**config.mk**
```make
export PLATFORM = sky130hd
export DESIGN_NAME = prefix_sub_pipe
export DESIGN_NICKNAME = d
export VERILOG_FILES = /design/src/rtl/prefix_sub_pipe.sv
export SDC_FILE = /design/constraint.sdc
export NUM_CORES = 1
export LEC_CHECK = 0
export BUFFER_PORTS_ARGS = -buffer_cell sky130_fd_sc_hd__clkbuf_2
export CORE_UTILIZATION = 30
export DETAILED_ROUTE_END_ITERATION = 7
export MAX_ROUTING_LAYER = met4
export PLACE_DENSITY = 0.48
export SYNTH_ARGS = -nofsm -noshare
export SYNTH_HDL_FRONTEND = slang
export SYNTH_SLANG_ARGS = --single-unit
```
**constraint.sdc**
```tcl
create_clock -name clk -period 2.2 [get_ports clk]
set_input_delay 0.22 -clock clk [delete_from_list [all_inputs] [get_ports clk]]
set_output_delay 0.22 -clock clk [all_outputs]
set_load 0.05 [all_outputs]
```
**src/rtl/prefix_sub_pipe.sv**
```systemverilog
// Two-stage pipelined subtractor D = X - Y, computed as X + ~Y + 1 on a
// Kogge-Stone style generate/propagate prefix network. Stage 1 registers
// the first half of the prefix levels; stage 2 finishes the carries and
// registers D, the borrow flag Bo and the signed overflow flag Ov.
//
// Handshake: a transfer happens on any rising edge where valid and ready
// are both 1. in_ready = ~s1_valid | s1_adv with s1_adv = ~out_valid |
// out_ready, so in_ready depends combinationally on out_ready but nothing
// ties in_valid combinationally to out_valid. Output data hold while
// out_valid & ~out_ready.
module prefix_sub_pipe #(
   parameter int WIDTH = 8
) (
   input  logic             clk,
   input  logic             rst,
   input  logic             in_valid,
   output logic             in_ready,
   input  logic [WIDTH-1:0] X,
   input  logic [WIDTH-1:0] Y,
   output logic             out_valid,
   input  logic             out_ready,
   output logic [WIDTH-1:0] D,
   output logic             Bo,
   output logic             Ov
);

   localparam int L   = $clog2(WIDTH);   // total prefix levels
   localparam int L1  = (L + 1) / 2;     // levels evaluated before the stage-1 register
   localparam int NL2 = L - L1;          // levels evaluated in stage 2

   // Stage 1 state
   logic             s1_valid_q;
   logic [WIDTH-1:0] s1_h_q, s1_h_d;
   logic [WIDTH-1:0] s1_g_q;
   logic [WIDTH-1:0] s1_p_q;
   logic             s1_xs_q, s1_ys_q;

   // Stage 2 (output) state
   logic             out_valid_q;
   logic [WIDTH-1:0] d_q, d_d;
   logic             bo_q, bo_d;
   logic             ov_q, ov_d;

   logic             s1_adv;
   logic             in_xfer;

   // Prefix network arrays: index 0 is the level input
   logic [WIDTH-1:0] g1 [0:L1];
   logic [WIDTH-1:0] p1 [0:L1];
   logic [WIDTH-1:0] g2 [0:NL2];
   logic [WIDTH-1:0] p2 [0:NL2];
   logic [WIDTH-1:0] carry;
   logic             unused_p;

   // ---------------- flow control ----------------
   assign s1_adv   = ~out_valid_q | out_ready;
   assign in_ready = ~s1_valid_q | s1_adv;
   assign in_xfer  = in_valid & in_ready;

   // ---------------- stage 1 combinational ----------------
   // Subtract as X + ~Y + 1: bit-level generate/propagate, with the constant
   // carry-in of 1 folded into bit 0 (g0' = g0 | p0).
   assign s1_h_d = X ^ ~Y;
   assign p1[0]  = X | ~Y;
   assign g1[0]  = {X[WIDTH-1:1] & ~Y[WIDTH-1:1],
                    (X[0] & ~Y[0]) | (X[0] | ~Y[0])};

   for (genvar lv = 0; lv < L1; lv++) begin : g_s1_lvl
      for (genvar i = 0; i < WIDTH; i++) begin : g_bit
         if (i >= (1 << lv)) begin : g_op
            assign g1[lv+1][i] = g1[lv][i] | (p1[lv][i] & g1[lv][i-(1<<lv)]);
            assign p1[lv+1][i] = p1[lv][i] & p1[lv][i-(1<<lv)];
         end else begin : g_pass
            assign g1[lv+1][i] = g1[lv][i];
            assign p1[lv+1][i] = p1[lv][i];
         end
      end
   end

   // ---------------- stage 2 combinational ----------------
   assign g2[0] = s1_g_q;
   assign p2[0] = s1_p_q;

   for (genvar lv = 0; lv < NL2; lv++) begin : g_s2_lvl
      for (genvar i = 0; i < WIDTH; i++) begin : g_bit
         if (i >= (1 << (lv + L1))) begin : g_op
            assign g2[lv+1][i] = g2[lv][i] | (p2[lv][i] & g2[lv][i-(1<<(lv+L1))]);
            assign p2[lv+1][i] = p2[lv][i] & p2[lv][i-(1<<(lv+L1))];
         end else begin : g_pass
            assign g2[lv+1][i] = g2[lv][i];
            assign p2[lv+1][i] = p2[lv][i];
         end
      end
   end

   // Final-level group propagates do not feed any carry.
   assign unused_p = ^p2[NL2];

   // c[0] = 1 (carry-in), c[i] = group generate of bits i-1..0
   assign carry = {g2[NL2][WIDTH-2:0], 1'b1};
   assign d_d   = s1_h_q ^ carry;
   assign bo_d  = ~g2[NL2][WIDTH-1];
   assign ov_d  = (s1_xs_q != s1_ys_q) && (d_d[WIDTH-1] != s1_xs_q);

   // Stage 1 register: loads on an input transfer, empties when it advances
   // with nothing new behind it.
   always_ff @(posedge clk) begin
      if (rst) begin
         s1_valid_q <= 1'b0;
         s1_h_q     <= '0;
         s1_g_q     <= '0;
         s1_p_q     <= '0;
         s1_xs_q    <= 1'b0;
         s1_ys_q    <= 1'b0;
      end else if (in_xfer) begin
         s1_valid_q <= 1'b1;
         s1_h_q     <= s1_h_d;
         s1_g_q     <= g1[L1];
         s1_p_q     <= p1[L1];
         s1_xs_q    <= X[WIDTH-1];
         s1_ys_q    <= Y[WIDTH-1];
      end else if (s1_adv) begin
         s1_valid_q <= 1'b0;
      end
   end

   // Stage 2 register: loads from stage 1 when it advances, otherwise empties
   // once the held result is accepted; data hold during a stall.
   always_ff @(posedge clk) begin
      if (rst) begin
         out_valid_q <= 1'b0;
         d_q         <= '0;
         bo_q        <= 1'b0;
         ov_q        <= 1'b0;
      end else if (s1_valid_q && s1_adv) begin
         out_valid_q <= 1'b1;
         d_q         <= d_d;
         bo_q        <= bo_d;
         ov_q        <= ov_d;
      end else if (out_ready) begin
         out_valid_q <= 1'b0;
      end
   end

   assign out_valid = out_valid_q;
   assign D         = d_q;
   assign Bo        = bo_q;
   assign Ov        = ov_q;

endmodule

```
* Yosys cells after proc, flatten, opt, wreduce, memory -nomap -nowiden
Cells that the tools add are included.
Operators by class: add/sub/neg operators 0, multipliers 0, divide/modulo/power cells 0, magnitude comparators 0, equality and inequality tests 2, shift-type cells 0, muxes and demuxes 4, bitwise logic cells 63, reduce and logical (&&, ||, !) cells 4
Operators by type and width (count):
- $and 1x1->1 | 32
- $or 1x1->1 | 21
- $xor 8x8->8 | 2
- $not 8->8 | 1
- $or 8x8->8 | 1
- $and 7x7->7 | 1
- $not 7->7 | 1
- $mux 1 | 4
- $not 1->1 | 4
- $reduce_bool 2->1 | 2
- $logic_and 1x1->1 | 2
- $ne 1x1->1 | 2
Storage, ports and cells: register bits after elaboration 38, bits in latches 0, RAM bits 0, ROM bits 0, input port bits 20, word-level logic and storage cells 83, memories kept 0

* Depth between registers and ports, before layout
Gate-level depths: netlist of the first run.
depth in word-level cells 7, mapped depth 6

* Worst setup path after synthesis of the first run
Ideal clock, no wire load.
path kind reg-to-reg, start register out_valid_q, in the netlist out_valid, end register s1_g_q[3], library setup time 86 ps, arrival 2035 ps, setup slack 79 ps, cell stages (with the launch flop) 6, buffers on the path 2, period minus slack after synthesis 2121 ps, path through dfxtp_1 -> nand3b_1 -> and2_1 -> buf_2 -> buf_2 -> a211oi_1
Between the ends: longest elaborated chain between the ends 4
RTL lines:
- start, declared | line 39 | logic out_valid_q;
- start signal, assigned | line 131 | out_valid_q <= 1'b0;
- start signal, assigned | line 136 | out_valid_q <= 1'b1;
- start signal, assigned | line 141 | out_valid_q <= 1'b0;
- $not 1->1 | line 56 | assign s1_adv = ~out_valid_q | out_ready;
- $or 1x1->1 | line 56
- $or 1x1->1 | line 57 | assign in_ready = ~s1_valid_q | s1_adv;
- net in_ready | line 17 | output logic in_ready,
- $and 1x1->1 | line 58 | assign in_xfer = in_valid & in_ready;
- end signal, assigned | line 118 | s1_g_q <= g1[L1];
- end, declared | line 34 | logic [WIDTH-1:0] s1_g_q;
The timed path passes the listed nets, and every way through them passes these cells. A chain may end at the register's enable or synchronous reset.

* Worst setup path after layout of the first run
start register s1_valid_q, end register s1_g_q[2]
Between the ends: longest elaborated chain between the ends 3
RTL lines:
- start, declared | line 32 | logic s1_valid_q;
- start signal, assigned | line 109 | s1_valid_q <= 1'b0;
- start signal, assigned | line 116 | s1_valid_q <= 1'b1;
- start signal, assigned | line 123 | s1_valid_q <= 1'b0;
- $not 1->1 | line 57
- $or 1x1->1 | line 57
- $and 1x1->1 | line 58
No other way between the ends.

==> results of run 1 <==
[cells in the mapped netlist, drive strengths merged]
| cell type | instances |
|---|---|
| clkbuf | 5 |
| and2 | 2 |
| a311oi | 3 |
| or3b | 1 |
| nand2 | 35 |
| o21bai | 1 |
| dfxtp | 34 |
| a21oi | 29 |
| nor2 | 21 |
| a211oi | 8 |
| buf | 5 |
| nand2b | 2 |
| o21ai | 3 |
| xnor2 | 7 |
| nor3 | 3 |
| inv | 20 |
| nor2b | 4 |
| o31a | 2 |
| nand3b | 2 |
| ha | 15 |
| nand3 | 4 |
[final cells by class]
type	instances	area share (%)
Clock buffer	7	4.43
Inverter	20	3.86
Multi-Input combinational cell	142	43.6
Clock inverter	1	0.257
Tap cell	70	4.50
Sequential cell	34	35.0
Timing Repair Buffer	32	8.35
[critical path, stage by stage, from the launching register on]
cell and delay (ps):
sky130_fd_sc_hd__dfxtp_1 330, sky130_fd_sc_hd__nand3b_1 170, sky130_fd_sc_hd__nand2_1 370, sky130_fd_sc_hd__nor3_1 320, sky130_fd_sc_hd__nor3_1 70
[state kept, by name (all words and copies together), names as in the netlist, 4 cells and up]
| name | flops |
|---|---|
| s1_p_q | 4 |
| s1_h_q | 8 |
| D | 8 |
| s1_g_q | 8 |
[power by group through the flow]
stage | clock [mW] | combinational [mW] | sequential [mW]
3_3_place_gp | 0 | 0.257 | 0.701
3_5_place_dp | 0 | 0.256 | 0.702
4_1_cts | 0.478 | 0.258 | 0.687
5_1_grt | 0.508 | 0.286 | 0.692
6_report | 0.463 | 0.253 | 0.687
2_1_floorplan | 0 | 0.146 | 0.743
[per-layer routing]
layer / vias to the layer above / wire length (um)
met1: 579 / 1790
met2: 31 / 1320
met5: - / 0
met3: 4 / 173
met4: 0 / 45
li1: 733 / -
[cell families after synthesis]
| logic type | Yosys count |
|---|---|
| flops | 34 |
| simple gates | 74 |
| buf+inv | 30 |
| xor+xnor | 7 |
| compound gates | 46 |
| fa+ha+maj | 15 |
[worst paths after layout]
kind,startpoint,end,slack (ps),cells past startpoint
worst max register to register,s1_valid_q$_SDFFE_PP0P_,s1_g_q[2]$_SDFFE_PP0P_,810,4
worst min register to register,Bo$_SDFFE_PP0P_,Bo$_SDFFE_PP0P_,450,2
worst min-delay path,X[7],s1_xs_q$_SDFFE_PP0P_,180,3
worst max-delay path,s1_valid_q$_SDFFE_PP0P_,s1_g_q[2]$_SDFFE_PP0P_,810,4
==> impl_results.html, run 1 <==
<table>
<tr><th>Metric</th><th>Value</th></tr>
<tr><th colspan="2">Final layout</th></tr>
<tr><td>Antenna Diode Count</td><td>0</td></tr>
<tr><td>Post-Layout Inst Area</td><td>0.00195 mm2</td></tr>
<tr><td>Fill cells</td><td>just over 600</td></tr>
<tr><td>Relative area change from synthesis to final layout</td><td>17.4%</td></tr>
<tr><td>Sequential cell area</td><td>681 um2</td></tr>
<tr><td>Ratio of cells with drive above 1 in the final layout</td><td>about 17%</td></tr>
<tr><td>Commonest cells after routing, fill and taps aside</td><td>sky130_fd_sc_hd__nand2_1, sky130_fd_sc_hd__dfxtp_1, sky130_fd_sc_hd__clkbuf_2</td></tr>
<tr><td>Combined area of the multi-input logic cells</td><td>850 um2</td></tr>
<tr><td>Final layout net count</td><td>270</td></tr>
<tr><td>Count of placed standard cells in the final layout, fillers left out</td><td>~310</td></tr>
<tr><td>Final core utilization</td><td>37.4%</td></tr>
<tr><td>Most common cell after layout, fill and taps aside</td><td>sky130_fd_sc_hd__nand2_1</td></tr>
<tr><th colspan="2">Worst setup path</th></tr>
<tr><td>Critical Setup Path Class</td><td>reg -&gt; reg</td></tr>
<tr><td>Nature of the critical path startpoint</td><td>flop</td></tr>
<tr><td>CP Data Arrival Time</td><td>approximately 1500 ps</td></tr>
<tr><td>CP Data Required Time</td><td>about 2300 ps</td></tr>
<tr><td>Largest driver fanout on the critical path</td><td>17</td></tr>
<tr><td>Capturing element type of the critical path</td><td>flop</td></tr>
<tr><th colspan="2">Placed design</th></tr>
<tr><td>DP HPWL</td><td>2500 um</td></tr>
<tr><td>Placement Setup Slack</td><td>787 ps</td></tr>
<tr><td>Number of placed cells counting well taps</td><td>298</td></tr>
<tr><td>DP Area</td><td>roughly 0.0019 mm2</td></tr>
<tr><td>Routability-driven placement congestion ratio</td><td>0.707</td></tr>
<tr><td>Port-buffer cells</td><td>31</td></tr>
<tr><th colspan="2">Yosys</th></tr>
<tr><td>Xor/xnor share of the synthesized area</td><td>roughly 3.7%</td></tr>
<tr><td>Netlist area before placement</td><td>0.00166 mm2</td></tr>
<tr><td>Top cell type by total area after synthesis</td><td>sky130_fd_sc_hd__dfxtp_1</td></tr>
<tr><td>Nets in the synthesized netlist</td><td>between 200 and 250</td></tr>
<tr><td>Total number of yosys warnings</td><td>0</td></tr>
<tr><td>Multiplexer share of the synthesized area</td><td>0%</td></tr>
<tr><td>Ranking of synthesized cells by area</td><td>sky130_fd_sc_hd__dfxtp_1, sky130_fd_sc_hd__ha_1, sky130_fd_sc_hd__a21oi_1, sky130_fd_sc_hd__nand2_1, sky130_fd_sc_hd__nor2_1</td></tr>
<tr><td>Synth top area share</td><td>about 41%</td></tr>
<tr><td>Synthesized-area fraction occupied by and/or/nand/nor cells</td><td>19.2%</td></tr>
<tr><td>Post-synthesis sequential area ratio</td><td>roughly two fifths</td></tr>
<tr><td>Combinational family with the most area after synthesis</td><td>simple AND/OR/NAND/NOR gates</td></tr>
<tr><td>Post-synthesis sequential element count</td><td>34</td></tr>
<tr><td>Number of standard cells after synthesis</td><td>206</td></tr>
<tr><td>Post-synthesis adder-cell area fraction</td><td>approximately 11%</td></tr>
<tr><td>Yosys cell types</td><td>25</td></tr>
<tr><td>Synthesized area per cell</td><td>8.05 um2</td></tr>
<tr><td>Area fraction in compound gates after synthesis</td><td>17.0%</td></tr>
<tr><th colspan="2">Timing</th></tr>
<tr><td>Final Cycle Share</td><td>63.4%</td></tr>
<tr><td>Number of failing setup endpoints in the final timing report</td><td>0</td></tr>
<tr><td>Sum Neg Setup Slack</td><td>0 ps</td></tr>
<tr><td>Final setup slack of the worst path</td><td>between 800 and 900 ps</td></tr>
<tr><td>Layout Skew</td><td>6.10 ps</td></tr>
<tr><td>Peak Freq</td><td>0.717 GHz</td></tr>
<tr><td>Slew at the pin with the worst max-slew slack</td><td>736 ps</td></tr>
<tr><td>Hold slack</td><td>about 180 ps</td></tr>
<tr><td>Setup repair after global routing missed its margin</td><td>no</td></tr>
<tr><td>Count of final max-slew check failures</td><td>0</td></tr>
<tr><td>Worst max-slew margin expressed relative to the limit</td><td>50.9%</td></tr>
<tr><td>Final critical delay including setup and external delays</td><td>roughly 1400 ps</td></tr>
<tr><td>Number of hold violations in the final report</td><td>0</td></tr>
<tr><th colspan="2">GRT</th></tr>
<tr><td>Via count of the first global-routing pass</td><td>1194</td></tr>
<tr><td>Most Used Layer, Global Route</td><td>met1</td></tr>
<tr><td>Global-route usage over all layers</td><td>12.9%</td></tr>
<tr><td>Maximum number of pins on one net before global-route repair</td><td>35</td></tr>
<tr><td>First-pass GRT wire length</td><td>5710 um</td></tr>
<tr><td>Initial antenna violation count</td><td>0</td></tr>
<tr><td>Global route overflow</td><td>0</td></tr>
<tr><td>Met2 track demand over resource</td><td>between 15 and 20%</td></tr>
<tr><td>M1 GR Usage</td><td>between 10% and 20%</td></tr>
<tr><td>Grt met3 use</td><td>around 4.3%</td></tr>
<tr><th colspan="2">Die</th></tr>
<tr><td>Overall die width</td><td>76.3 um</td></tr>
<tr><td>Area of the die</td><td>0.00583 mm2</td></tr>
<tr><td>Chip height</td><td>76.3 um</td></tr>
<tr><td>Standard cell core area</td><td>0.00520 mm2</td></tr>
<tr><td>Num ports</td><td>32</td></tr>
<tr><td>Initial core utilization</td><td>31.9%</td></tr>
<tr><td>Row Count</td><td>26</td></tr>
<tr><th colspan="2">Routing</th></tr>
<tr><td>Vias per cell</td><td>4.40</td></tr>
<tr><td>Drt wl/cell</td><td>10.9 um</td></tr>
<tr><td>DRC violation count after routing</td><td>0</td></tr>
<tr><td>Final antenna-violating net count</td><td>0</td></tr>
<tr><td>Iter 0 DRT Violations</td><td>75</td></tr>
<tr><td>Total wire length</td><td>3330 um</td></tr>
<tr><td>Number of iterations in the first detailed-routing pass</td><td>4</td></tr>
<tr><td>Via count</td><td>1347</td></tr>
<tr><th colspan="2">Clock network</th></tr>
<tr><td>CTS tree</td><td>built</td></tr>
<tr><td>Clock latency on the worst-skew pair</td><td>280 ps</td></tr>
<tr><td>Clk Tree Root Cell</td><td>sky130_fd_sc_hd__clkbuf_8</td></tr>
<tr><td>Post-CTS repair timing setup buffer count</td><td>0</td></tr>
<tr><td>Number of buffers created by CTS</td><td>5</td></tr>
<tr><td>Clock slew at the register clock pins of the worst setup and hold paths</td><td>approximately 70 ps</td></tr>
<tr><td>Maximum number of buffers from clock root to sink</td><td>2</td></tr>
<tr><td>PostCTS Resize Cnt</td><td>0</td></tr>
<tr><td>H-tree depth</td><td>2</td></tr>
<tr><td>Clock sink total</td><td>34</td></tr>
<tr><td>Quantity of hold-fixing buffers added after cts</td><td>0</td></tr>
<tr><th colspan="2">Power</th></tr>
<tr><td>Share of total power in the clock network</td><td>33.0%</td></tr>
<tr><td>Worst ir drop on vdd</td><td>0.325 mV</td></tr>
<tr><td>Total Power</td><td>about 1.4 mW</td></tr>
<tr><td>Sequential Power Share</td><td>48.9%</td></tr>
<tr><td>Switching part of the total power</td><td>28.4%</td></tr>
<tr><td>Sw power</td><td>0.398 mW</td></tr>
<tr><td>Leakage power total</td><td>between 0.8 and 0.9 nW</td></tr>
<tr><td>Share of total power in combinational logic</td><td>18.1%</td></tr>
<tr><td>Design internal power</td><td>1.00 mW</td></tr>
<tr><td>Power density relative to cell area</td><td>between 700 and 800 mW/mm2</td></tr>
<tr><th colspan="2">Run status</th></tr>
<tr><td>Outcome</td><td>finished, final reports clean</td></tr>
<tr><th colspan="2">Job</th></tr>
<tr><td>Number of maximum-capacitance constraint violations</td><td>0</td></tr>
<tr><th colspan="2">Hold path</th></tr>
<tr><td>Class of the tightest hold or removal check</td><td>in -&gt; reg</td></tr>
</table>
Note: power is estimated with default switching activity, not from simulation.
==> run 2: changes to the inputs <==
clock period = 1.3 ns   (was 2.2 ns; I/O delays follow)
==> impl_results.html, run 2 (same netlist as run 1, synthesis figures left out) <==
<table>
<tr><th>Metric</th><th>Value</th></tr>
<tr><th colspan="2">Final layout</th></tr>
<tr><td>Combined area of the multi-input logic cells</td><td>862 um2</td></tr>
<tr><td>Commonest cells after routing, fill and taps aside</td><td>sky130_fd_sc_hd__nand2_1, sky130_fd_sc_hd__dfxtp_1, sky130_fd_sc_hd__clkbuf_2</td></tr>
<tr><td>Antenna Diode Count</td><td>0</td></tr>
<tr><td>Most common cell after layout, fill and taps aside</td><td>sky130_fd_sc_hd__nand2_1</td></tr>
<tr><td>Count of placed standard cells in the final layout, fillers left out</td><td>approximately 320</td></tr>
<tr><td>Ratio of cells with drive above 1 in the final layout</td><td>23.1%</td></tr>
<tr><td>Sequential cell area</td><td>686 um2</td></tr>
<tr><td>Fill cells</td><td>about 580</td></tr>
<tr><td>Relative area change from synthesis to final layout</td><td>27.2%</td></tr>
<tr><td>Final layout net count</td><td>between 200 and 300</td></tr>
<tr><th colspan="2">Power</th></tr>
<tr><td>Worst ir drop on vdd</td><td>about 0.40 mV</td></tr>
<tr><td>Leakage power total</td><td>0.952 nW</td></tr>
<tr><td>Power density relative to cell area</td><td>around 1200 mW/mm2</td></tr>
<tr><th colspan="2">Job</th></tr>
<tr><td>Number of maximum-capacitance constraint violations</td><td>0</td></tr>
<tr><th colspan="2">Worst setup path</th></tr>
<tr><td>CP Data Arrival Time</td><td>between 1000 and 1500 ps</td></tr>
<tr><td>Start of the worst register-to-register path</td><td>s1_p_q[6]$_SDFFE_PP0P_</td></tr>
<tr><td>Nature of the critical path startpoint</td><td>flop</td></tr>
<tr><td>CP Data Required Time</td><td>1500 ps</td></tr>
<tr><td>Flop2flop setup slack</td><td>60 ps</td></tr>
<tr><td>R2R Path End</td><td>Ov$_SDFFE_PP0P_</td></tr>
<tr><td>Critical path origin</td><td>s1_p_q[6]$_SDFFE_PP0P_</td></tr>
<tr><td>Worst setup path end</td><td>Ov$_SDFFE_PP0P_</td></tr>
<tr><td>Largest driver fanout on the critical path</td><td>2</td></tr>
<tr><td>Capturing element type of the critical path</td><td>flop</td></tr>
<tr><td>Cells along the critical path</td><td>a21oi_2, xnor2_1, or3b_1, a311oi_2</td></tr>
<tr><td>Critical Setup Path Class</td><td>reg -&gt; reg</td></tr>
<tr><td>Master of the slowest instance on the critical path</td><td>sky130_fd_sc_hd__or3b_1</td></tr>
<tr><td>Worst R2R Path Depth</td><td>4</td></tr>
<tr><td>Biggest cell delay along the critical path</td><td>390 ps</td></tr>
<tr><th colspan="2">GRT</th></tr>
<tr><td>First-pass GRT wire length</td><td>6160 um</td></tr>
<tr><td>Global-route usage over all layers</td><td>14.0%</td></tr>
<tr><td>Global route overflow</td><td>0</td></tr>
<tr><td>Initial antenna violation count</td><td>0</td></tr>
<tr><td>Via count of the first global-routing pass</td><td>approximately 1400</td></tr>
<tr><td>Maximum number of pins on one net before global-route repair</td><td>29</td></tr>
<tr><th colspan="2">Routing</th></tr>
<tr><td>Vias per cell</td><td>roughly 4.4</td></tr>
<tr><td>Iter 0 DRT Violations</td><td>between 40 and 50</td></tr>
<tr><td>Number of iterations in the first detailed-routing pass</td><td>4</td></tr>
<tr><td>Total wire length</td><td>3660 um</td></tr>
<tr><td>Final antenna-violating net count</td><td>0</td></tr>
<tr><td>DRC violation count after routing</td><td>0</td></tr>
<tr><td>Via count</td><td>approximately 1400</td></tr>
<tr><td>Drt wl/cell</td><td>11.5 um</td></tr>
<tr><th colspan="2">Die</th></tr>
<tr><td>Area of the die</td><td>0.00583 mm2</td></tr>
<tr><td>Initial core utilization</td><td>between 30% and 40%</td></tr>
<tr><td>Standard cell core area</td><td>0.00520 mm2</td></tr>
<tr><td>Chip height</td><td>76.3 um</td></tr>
<tr><td>Num ports</td><td>32</td></tr>
<tr><td>Row Count</td><td>26</td></tr>
<tr><td>Overall die width</td><td>76.3 um</td></tr>
<tr><th colspan="2">Timing</th></tr>
<tr><td>Final critical delay including setup and external delays</td><td>1240 ps</td></tr>
<tr><td>Sum Neg Setup Slack</td><td>0 ps</td></tr>
<tr><td>Hold slack</td><td>105 ps</td></tr>
<tr><td>Number of hold violations in the final report</td><td>0</td></tr>
<tr><td>Worst max-slew margin expressed relative to the limit</td><td>81.0%</td></tr>
<tr><td>Count of final max-slew check failures</td><td>0</td></tr>
<tr><td>Layout Skew</td><td>2.76 ps</td></tr>
<tr><td>Number of failing setup endpoints in the final timing report</td><td>0</td></tr>
<tr><td>Final Cycle Share</td><td>a little over nine tenths</td></tr>
<tr><td>Setup repair after global routing missed its margin</td><td>yes</td></tr>
<tr><td>Slew at the pin with the worst max-slew slack</td><td>286 ps</td></tr>
<tr><td>Peak Freq</td><td>0.805 GHz</td></tr>
<tr><th colspan="2">Clock network</th></tr>
<tr><td>Post-CTS repair timing setup buffer count</td><td>0</td></tr>
<tr><td>Maximum number of buffers from clock root to sink</td><td>2</td></tr>
<tr><td>Clock sink total</td><td>34</td></tr>
<tr><td>Number of buffers created by CTS</td><td>5</td></tr>
<tr><td>Clock slew at the register clock pins of the worst setup and hold paths</td><td>70 ps</td></tr>
<tr><td>Clock latency on the worst-skew pair</td><td>about 280 ps</td></tr>
<tr><td>H-tree depth</td><td>2</td></tr>
<tr><td>Quantity of hold-fixing buffers added after cts</td><td>0</td></tr>
<tr><td>CTS tree</td><td>built</td></tr>
<tr><td>Clk Tree Root Cell</td><td>sky130_fd_sc_hd__clkbuf_8</td></tr>
<tr><th colspan="2">Placed design</th></tr>
<tr><td>DP HPWL</td><td>between 2000 and 3000 um</td></tr>
<tr><td>Port-buffer cells</td><td>31</td></tr>
<tr><td>Routability-driven placement congestion ratio</td><td>roughly 0.73</td></tr>
<tr><td>Number of placed cells counting well taps</td><td>roughly 310</td></tr>
<tr><th colspan="2">Hold path</th></tr>
<tr><td>Class of the tightest hold or removal check</td><td>in -&gt; reg</td></tr>
<tr><td>Beginning of the worst hold path</td><td>X[7]</td></tr>
<tr><th colspan="2">Run status</th></tr>
<tr><td>Outcome</td><td>finished, final reports clean</td></tr>
</table>
## run 2: cell types whose count changed in the layout (fill, tap and decap cells not counted), sizes merged
| cell | change |
|---|---|
| buf | +11 |
## run 2: per-layer routing
| layer | GRT usage (%) | vias to the layer above | share of wire, % | wire length (um) |
|---|---|---|---|---|
| li1 | - | 760 | - | - |
| met1 | 18.5 | 610 | 51 | 1880 |
| met2 | 19.8 | 28 | 42 | 1550 |
| met3 | 3.47 | 7 | 4.2 | 155 |
| met4 | 6.92 | 0 | 1.9 | 68 |
| met5 | - | - | 0 | 0 |
## run 2: critical path, delay by kind of cell (launching register included)
family	cells	cell delay, ps
AO/OA/AOI/OAI	2	370
XOR/XNOR	1	90
flip-flops	1	320
AND/OR/NAND/NOR	1	390
## run 2: stage by stage
step	total power, mW	cell area, um2	utilization [%]	setup slack (ps)
final	2.46	2110	40.5	57.1
after global placement	1.67	1980	38.1	47.6
after global routing	2.60	2110	40.5	-14.4
after detailed placement	1.68	1980	38.1	40.5
after floorplan	1.51	1680	-	-462
after CTS	2.49	2080	39.9	11.7
## run 2: area by class of cell
type / instances / share of cell area [%]
clock buffer: 7 / 4.09
clock inverter: 1 / 0.237
inverter: 20 / 3.56
multi-input combinational: 142 / 40.9
sequential: 34 / 32.5
tap: 70 / 4.15
timing repair buffer: 43 / 14.5
## run 2: repair_timing
item / in CTS / in global routing
hold endpoints to repair: 0 / 0
endpoints found under the setup margin: 1 / 5
pin swaps: 0 / 4
resized for setup: 1 / 4
cloned: 0 / 1
## run 2: report_power, final
| part | switching, mW | internal, mW | total [mW] | leakage (nW) |
|---|---|---|---|---|
| clock | 0.375 | 0.427 | 0.802 | 0.0482 |
| combinational | 0.291 | 0.206 | 0.497 | 0.622 |
| sequential | 0.0453 | 1.12 | 1.16 | 0.281 |
## run 2: worst min-delay path by stage
stage	cells past startpoint	end
2_1_floorplan	2	s1_valid_q$_SDFFE_PP0P_
3_3_place_gp	3	s1_valid_q$_SDFFE_PP0P_
3_5_place_dp	3	s1_xs_q$_SDFFE_PP0P_
4_1_cts	3	s1_xs_q$_SDFFE_PP0P_
5_1_grt	3	s1_xs_q$_SDFFE_PP0P_
6_report	3	s1_xs_q$_SDFFE_PP0P_
